===== config.mk =====
export PLATFORM = sky130hd
export DESIGN_NAME = instruction_fetch_flat
export DESIGN_NICKNAME = d
export VERILOG_FILES = /design/src/rtl/cpu_pkg.sv /design/src/rtl/instruction_fetch_if.sv /design/src/rtl/fetch_buffer.sv /design/src/rtl/instruction_fetch.sv /design/src/flat_wrapper.sv
export SDC_FILE = /design/constraint.sdc
export NUM_CORES = 1
export LEC_CHECK = 0
export ABC_AREA = 1
export BUFFER_PORTS_ARGS = -buffer_cell sky130_fd_sc_hd__buf_4
export CORE_ASPECT_RATIO = 1.5
export CORE_MARGIN = 1
export CORE_UTILIZATION = 55
export DETAILED_ROUTE_END_ITERATION = 10
export HOLD_SLACK_MARGIN = 0.08
export PLACE_DENSITY = 0.77
export SLEW_MARGIN = 10
export SYNTH_ARGS = -nofsm -noshare
export SYNTH_HDL_FRONTEND = slang
export SYNTH_SLANG_ARGS = --single-unit
export TNS_END_PERCENT = 50

===== constraint.sdc =====
create_clock -name clk -period 7.1 [get_ports clk]
set_input_delay 1.065 -clock clk [delete_from_list [all_inputs] [get_ports clk]]
set_output_delay 1.065 -clock clk [all_outputs]
set_load 0.1 [all_outputs]

===== src/rtl/cpu_pkg.sv =====
// Shared LEGv8 CPU definitions: datapath widths, fetch FSM states and the
// buffered fetch entry (instruction plus the PC it was fetched from).
package cpu_pkg;

   localparam int          INSTR_W = 32;
   localparam int          ADDR_W  = 64;
   localparam logic [63:0] PC_INC  = 64'd4;

   typedef enum logic [1:0] {
      IDLE,
      FETCH,
      WAIT,
      DROP
   } fetch_state_t;

   typedef struct packed {
      logic [ADDR_W-1:0]  addr;
      logic [INSTR_W-1:0] instr;
   } fetch_entry_t;

   function automatic logic [ADDR_W-1:0] word_align(input logic [ADDR_W-1:0] a);
      return {a[ADDR_W-1:2], 2'b00};
   endfunction

endpackage


===== src/rtl/instruction_fetch_if.sv =====
// Fetch-side bus bundle: instruction memory request/response, decode
// valid/ready handshake and the branch redirect coming back from decode.
interface instruction_fetch_if;
   import cpu_pkg::*;

   logic               imem_req_valid;
   logic               imem_req_ready;
   logic [ADDR_W-1:0]  imem_req_addr;
   logic               imem_rsp_valid;
   logic [INSTR_W-1:0] imem_rsp_data;
   logic [INSTR_W-1:0] Instruction;
   logic [ADDR_W-1:0]  Address;
   logic               if_valid;
   logic               id_ready;
   logic               PCSrc;
   logic [ADDR_W-1:0]  BranchAddress;

   modport master (
      output imem_req_valid, imem_req_addr, Instruction, Address, if_valid,
      input  imem_req_ready, imem_rsp_valid, imem_rsp_data, id_ready, PCSrc, BranchAddress
   );

   modport slave (
      input  imem_req_valid, imem_req_addr, Instruction, Address, if_valid,
      output imem_req_ready, imem_rsp_valid, imem_rsp_data, id_ready, PCSrc, BranchAddress
   );

endinterface


===== src/rtl/fetch_buffer.sv =====
// Synchronous FIFO of fetch entries with a registered head; flush beats
// push and pop in the same cycle.
module fetch_buffer
   import cpu_pkg::*;
#(
   parameter  int DEPTH = 2,
   localparam int PTR_W = $clog2(DEPTH),
   localparam int CNT_W = PTR_W + 1
) (
   input  logic               clk,
   input  logic               rst_n,
   input  logic               push,
   input  fetch_entry_t       push_data,
   input  logic               pop,
   input  logic               flush,
   output fetch_entry_t       head,
   output logic [CNT_W-1:0]   count
);

   fetch_entry_t     mem [DEPTH];
   logic [PTR_W-1:0] rd_ptr;
   logic [PTR_W-1:0] wr_ptr;
   logic [PTR_W-1:0] rd_next;
   logic             do_push;
   logic             do_pop;

   assign do_push = push && !flush;
   assign do_pop  = pop && (count != '0) && !flush;
   assign rd_next = rd_ptr + 1'b1;

   always_ff @(posedge clk) begin
      if (do_push) mem[wr_ptr] <= push_data;
   end

   always_ff @(posedge clk) begin
      if (!rst_n) begin
         rd_ptr <= '0;
         wr_ptr <= '0;
         count  <= '0;
         head   <= '0;
      end else if (flush) begin
         rd_ptr <= '0;
         wr_ptr <= '0;
         count  <= '0;
      end else begin
         if (do_push) wr_ptr <= wr_ptr + 1'b1;
         if (do_pop)  rd_ptr <= rd_next;
         count <= count + CNT_W'(do_push) - CNT_W'(do_pop);
         // Head follows the next live entry; it holds its value when the buffer empties.
         if (do_pop) begin
            if (count > CNT_W'(1)) head <= mem[rd_next];
            else if (do_push)      head <= push_data;
         end else if (count == '0 && do_push) begin
            head <= push_data;
         end
      end
   end

endmodule


===== src/rtl/instruction_fetch.sv =====
// LEGv8 fetch stage: owns the PC, keeps one instruction-memory request in
// flight and feeds decode from a small fetch buffer, flushing on redirect.
module instruction_fetch
   import cpu_pkg::*;
#(
   parameter logic [ADDR_W-1:0] RESET_PC  = 64'h0,
   parameter int                BUF_DEPTH = 2
) (
   input logic                 clk,
   input logic                 rst_n,
   instruction_fetch_if.master bus
);

   localparam int CNT_W = $clog2(BUF_DEPTH) + 1;

   fetch_state_t      state;
   logic [ADDR_W-1:0] pc;
   logic [ADDR_W-1:0] req_pc;
   logic [CNT_W-1:0]  count;
   fetch_entry_t      head;
   fetch_entry_t      push_data;
   logic              req_fire;
   logic              rsp_keep;
   logic              pop;

   assign bus.imem_req_valid = (state == FETCH) && !bus.PCSrc && (count < CNT_W'(BUF_DEPTH));
   assign bus.imem_req_addr  = pc;
   assign req_fire           = bus.imem_req_valid && bus.imem_req_ready;
   assign rsp_keep           = (state == WAIT) && bus.imem_rsp_valid && !bus.PCSrc;
   assign pop                = bus.if_valid && bus.id_ready;
   assign push_data          = '{addr: req_pc, instr: bus.imem_rsp_data};

   assign bus.if_valid    = (count != '0);
   assign bus.Instruction = head.instr;
   assign bus.Address     = head.addr;

   // The PC only advances when a kept response returns, so a dropped fetch
   // never skips an instruction.
   always_ff @(posedge clk) begin
      if (!rst_n) begin
         state <= IDLE;
         pc    <= RESET_PC;
      end else if (bus.PCSrc) begin
         pc <= word_align(bus.BranchAddress);
         case (state)
            IDLE:       state <= FETCH;
            FETCH:      state <= FETCH;
            WAIT, DROP: state <= bus.imem_rsp_valid ? FETCH : DROP;
            default:    state <= IDLE;
         endcase
      end else begin
         case (state)
            IDLE: state <= FETCH;
            FETCH: begin
               if (req_fire) begin
                  state  <= WAIT;
                  req_pc <= pc;
               end
            end
            WAIT: begin
               if (bus.imem_rsp_valid) begin
                  state <= FETCH;
                  pc    <= req_pc + PC_INC;
               end
            end
            DROP: if (bus.imem_rsp_valid) state <= FETCH;
            default: state <= IDLE;
         endcase
      end
   end

   fetch_buffer #(.DEPTH(BUF_DEPTH)) u_buf (
      .clk       (clk),
      .rst_n     (rst_n),
      .push      (rsp_keep),
      .push_data (push_data),
      .pop       (pop),
      .flush     (bus.PCSrc),
      .head      (head),
      .count     (count)
   );

endmodule


===== src/flat_wrapper.sv =====
// flat-port wrapper written by rule: the top's interface ports become plain ports
module instruction_fetch_flat import cpu_pkg::*;
#(
   parameter logic [ADDR_W-1:0] RESET_PC  = 64'h0,
   parameter int                BUF_DEPTH = 2
)
  (clk, rst_n, bus_imem_req_valid, bus_imem_req_addr, bus_Instruction, bus_Address, bus_if_valid, bus_imem_req_ready, bus_imem_rsp_valid, bus_imem_rsp_data, bus_id_ready, bus_PCSrc, bus_BranchAddress);
  instruction_fetch_if bus_i ();
  input logic clk;
  input logic rst_n;
  output wire logic [$bits(bus_i.imem_req_valid)-1:0] bus_imem_req_valid;
  output wire logic [$bits(bus_i.imem_req_addr)-1:0] bus_imem_req_addr;
  output wire logic [$bits(bus_i.Instruction)-1:0] bus_Instruction;
  output wire logic [$bits(bus_i.Address)-1:0] bus_Address;
  output wire logic [$bits(bus_i.if_valid)-1:0] bus_if_valid;
  input wire logic [$bits(bus_i.imem_req_ready)-1:0] bus_imem_req_ready;
  input wire logic [$bits(bus_i.imem_rsp_valid)-1:0] bus_imem_rsp_valid;
  input wire logic [$bits(bus_i.imem_rsp_data)-1:0] bus_imem_rsp_data;
  input wire logic [$bits(bus_i.id_ready)-1:0] bus_id_ready;
  input wire logic [$bits(bus_i.PCSrc)-1:0] bus_PCSrc;
  input wire logic [$bits(bus_i.BranchAddress)-1:0] bus_BranchAddress;
  assign bus_imem_req_valid = bus_i.imem_req_valid;
  assign bus_imem_req_addr = bus_i.imem_req_addr;
  assign bus_Instruction = bus_i.Instruction;
  assign bus_Address = bus_i.Address;
  assign bus_if_valid = bus_i.if_valid;
  assign bus_i.imem_req_ready = bus_imem_req_ready;
  assign bus_i.imem_rsp_valid = bus_imem_rsp_valid;
  assign bus_i.imem_rsp_data = bus_imem_rsp_data;
  assign bus_i.id_ready = bus_id_ready;
  assign bus_i.PCSrc = bus_PCSrc;
  assign bus_i.BranchAddress = bus_BranchAddress;
  instruction_fetch #(.RESET_PC(RESET_PC), .BUF_DEPTH(BUF_DEPTH)) u_core (.clk(clk), .rst_n(rst_n), .bus(bus_i));
endmodule

==> reports/results.ini <==
[outcome]
outcome = finished, final reports clean

[timing]
fin_worst_skew_ps = 15.96
finalCritPeriodShare = 0.6175
worstMarginPinSlew_ps = 1196
fmaxAchievable_mhz = 228.1
finalMaxSlewViolations = 0
fin_crit_ps = 4384
rsz0062_at_grt = no
final-setup-viol-count = 0
tns_ps = 0
slew_headroom = 0.2011
hold_violations = 0

[placement]
port_buffers = 261
dp_cells = 2602
gp_congestion = 0.9520
hpwl_mm = 34.20

[global_route]
grt_pass1_wl_mm = 78.09
grt-ovfl-total = 0
antenna_found_initial = 0
grt_max_degree = 119
grt_pass1_vias = 14410
grt.total_usage = 0.3016

[job]
drv_cap = 0

[clock_tree]
cts_buffers = 38
cts_tree = yes
cts_root_buf = clkbuf_16
cts_setup_buffers = 0
clk_latency_ps = 540
cts_resized = 0
cts-htree-levels = 2
cts_buffer_depth = 3
cts_hold_buf = 0
cts.sinks = 422
clk_pin_slew_ps = 60

[worst_setup_path]
timing.rr.start = u_core.u_buf.count[1]
rrSetupSlack_ps = 3520
r2r_cells = 10
cp.arrival_ps = 4840
r2r_end = u_core.u_buf.head[46]
crit_fanout = 118
worstPathRequired_ps = 7560
worstSetupEndpointType = flop
critPathKind = in -> reg
cp-start-kind = primary input

[logic_synthesis]
synth_area_mm2 = 0.01839
yosysTopAreaCellShare = 0.4180
syn_inst = 2020
synthTopCellsByArea = edfxtp_1 (42%), dfxtp_1 (18%), nand2_1 (13%)
post_synth.cell_area_avg_um2 = 9.103
seq_area_frac_synth = 0.5988
synth_cell_type_count = 37
synth_top_area_cell = edfxtp_1
synth_seq_cells = 422
ys_warn_count = 0
synth_fp_nets = 2125

[route]
first_pass_iters = 5
vias = 15100
wl_per_cell_um = 19.26
drtIter0Drc = 1153
via_per_inst = 5.657
wl_mm = 51.43
drc_errors = 0
antenna_left = 0

[finish]
drive_gt1_frac = 0.1738
antenna_cells = 0
mostFrequentLayoutCells = nand2_1 (647), buf_4 (273), edfxtp_1 (256), dfxtp_1 (165), inv_1 (131)
synthToLayoutAreaGrowth_pct = 18.25
instances_no_fill = 2670
final_common_cell = nand2_1
layout.nets = 2332

[floorplan]
num_rows = 81
fp.coreArea_mm2 = 0.03274
io_pins = 264
die_area_mm2 = 0.03418
die_w_um = 151.3
die_h_um = 225.9
start_util = 0.5617

[hold_path]
hold_depth = 0
worst_hold_path_type = reg -> reg
min_to = u_core.req_pc[14]
hp-start = u_core.bus.imem_req_addr[14]

[power]
leakage_nw = 8.727
vdd_drop_max_mv = 0.1768
power.density_mw_per_mm2 = 233.4

## worst max-delay path by stage
| stage | depth (start not counted) | startpoint | slack [ps] | end |
|---|---|---|---|---|
| finish | 11 | bus_PCSrc | 2720 | u_core.u_buf.head[46] |
| global route | 11 | bus_PCSrc | 2400 | u_core.u_buf.head[46] |
| global placement | 11 | bus_PCSrc | 2360 | u_core.u_buf.head[46] |
| CTS | 11 | bus_PCSrc | 2740 | u_core.u_buf.head[46] |
| floorplan | 5 | bus_PCSrc | 1040 | u_core.req_pc[0] |
| detailed placement | 11 | bus_PCSrc | 2230 | u_core.u_buf.head[55] |
## kinds of logic (layout without fill, tap and decap cells)
kind of cell	count (synthesis)	in the layout	synth area share
flip-flops	422	422	0.5988
AND/OR/NAND/NOR	923	923	0.2096
AO/OA/AOI/OAI	416	416	0.1298
adder cells (fa/ha/maj)	3	3	0.002041
XOR/XNOR	5	5	0.002382
buffers and inverters	251	486	0.05743
## through the flow
stage                     utilization  hold slack (ps)  total power, mW  worst slack, ps  area, µm²
final                          0.6643            464.8            5.076             2716      21740
after global routing           0.6643            468.9            5.208             2400      21740
after CTS                      0.6643            462.5            5.098             2740      21740
after detailed placement       0.6268            442.6            3.103             2227      20520
after global placement         0.6268            444.7            3.097             2363      20520
after floorplan                     -            462.5            2.979             1036      18390
## final cells by class
| cell class | count | area, µm² |
|---|---|---|
| clock buffers | 60 | 1147 |
| clock inverters | 8 | 78.83 |
| fillers | 2584 | 10990 |
| inverters | 143 | 543.0 |
| multi-input cells | 1347 | 6352 |
| flip-flops and latches | 422 | 11010 |
| well taps | 415 | 519.2 |
| repair buffers | 275 | 2090 |
## Yosys cell counts (all sizes together)
library cell,n
or2,8
nor2,142
ha,3
nand3,96
dfxtp,166
clkbuf,62
nor3,2
nand3b,1
a22o,36
a21oi,42
and2,1
nand2,661
clkinv,2
a31oi,120
o21ai,215
nand4,12
xor2,3
o211ai,1
edfxtp,256
inv,141
o21a,2
buf,46
xnor2,2
## metal layers
layer  routed length [µm]  vias to the layer above  global-route usage
met5                    0                        -                   0
met4                 2558                        0              0.1494
met3                 2973                      122             0.03273
met2                26080                      584              0.5191
met1                19810                     7132              0.3723
li1                     -                     7266                   -
## sequential cells by signal (all words and copies together) (netlist names)
signal	count
u_core.state	2
u_core.u_buf.rd_ptr	1
u_core.req_pc	64
u_core.u_buf.count	2
u_core.u_buf.head	96
u_core.bus.imem_req_addr	64
u_core.u_buf.wr_ptr	1
u_core.u_buf.mem	192
## worst max-delay path: stages
cell and delay, ps:
buf_4 530, inv_1 230, nand2_4 850, inv_1 180, ha_1 280, nand2_1 80, nand2_1 120, inv_6 610
buf_4 480, o21ai_1 110, a31oi_1 200
## where the power goes
| group | switching [mW] | internal, mW |
|---|---|---|
| sequential | 0.0336 | 2.62 |
| clock | 0.872 | 1.15 |
| combinational | 0.292 | 0.106 |
Power figures use the tool's default switching activity.
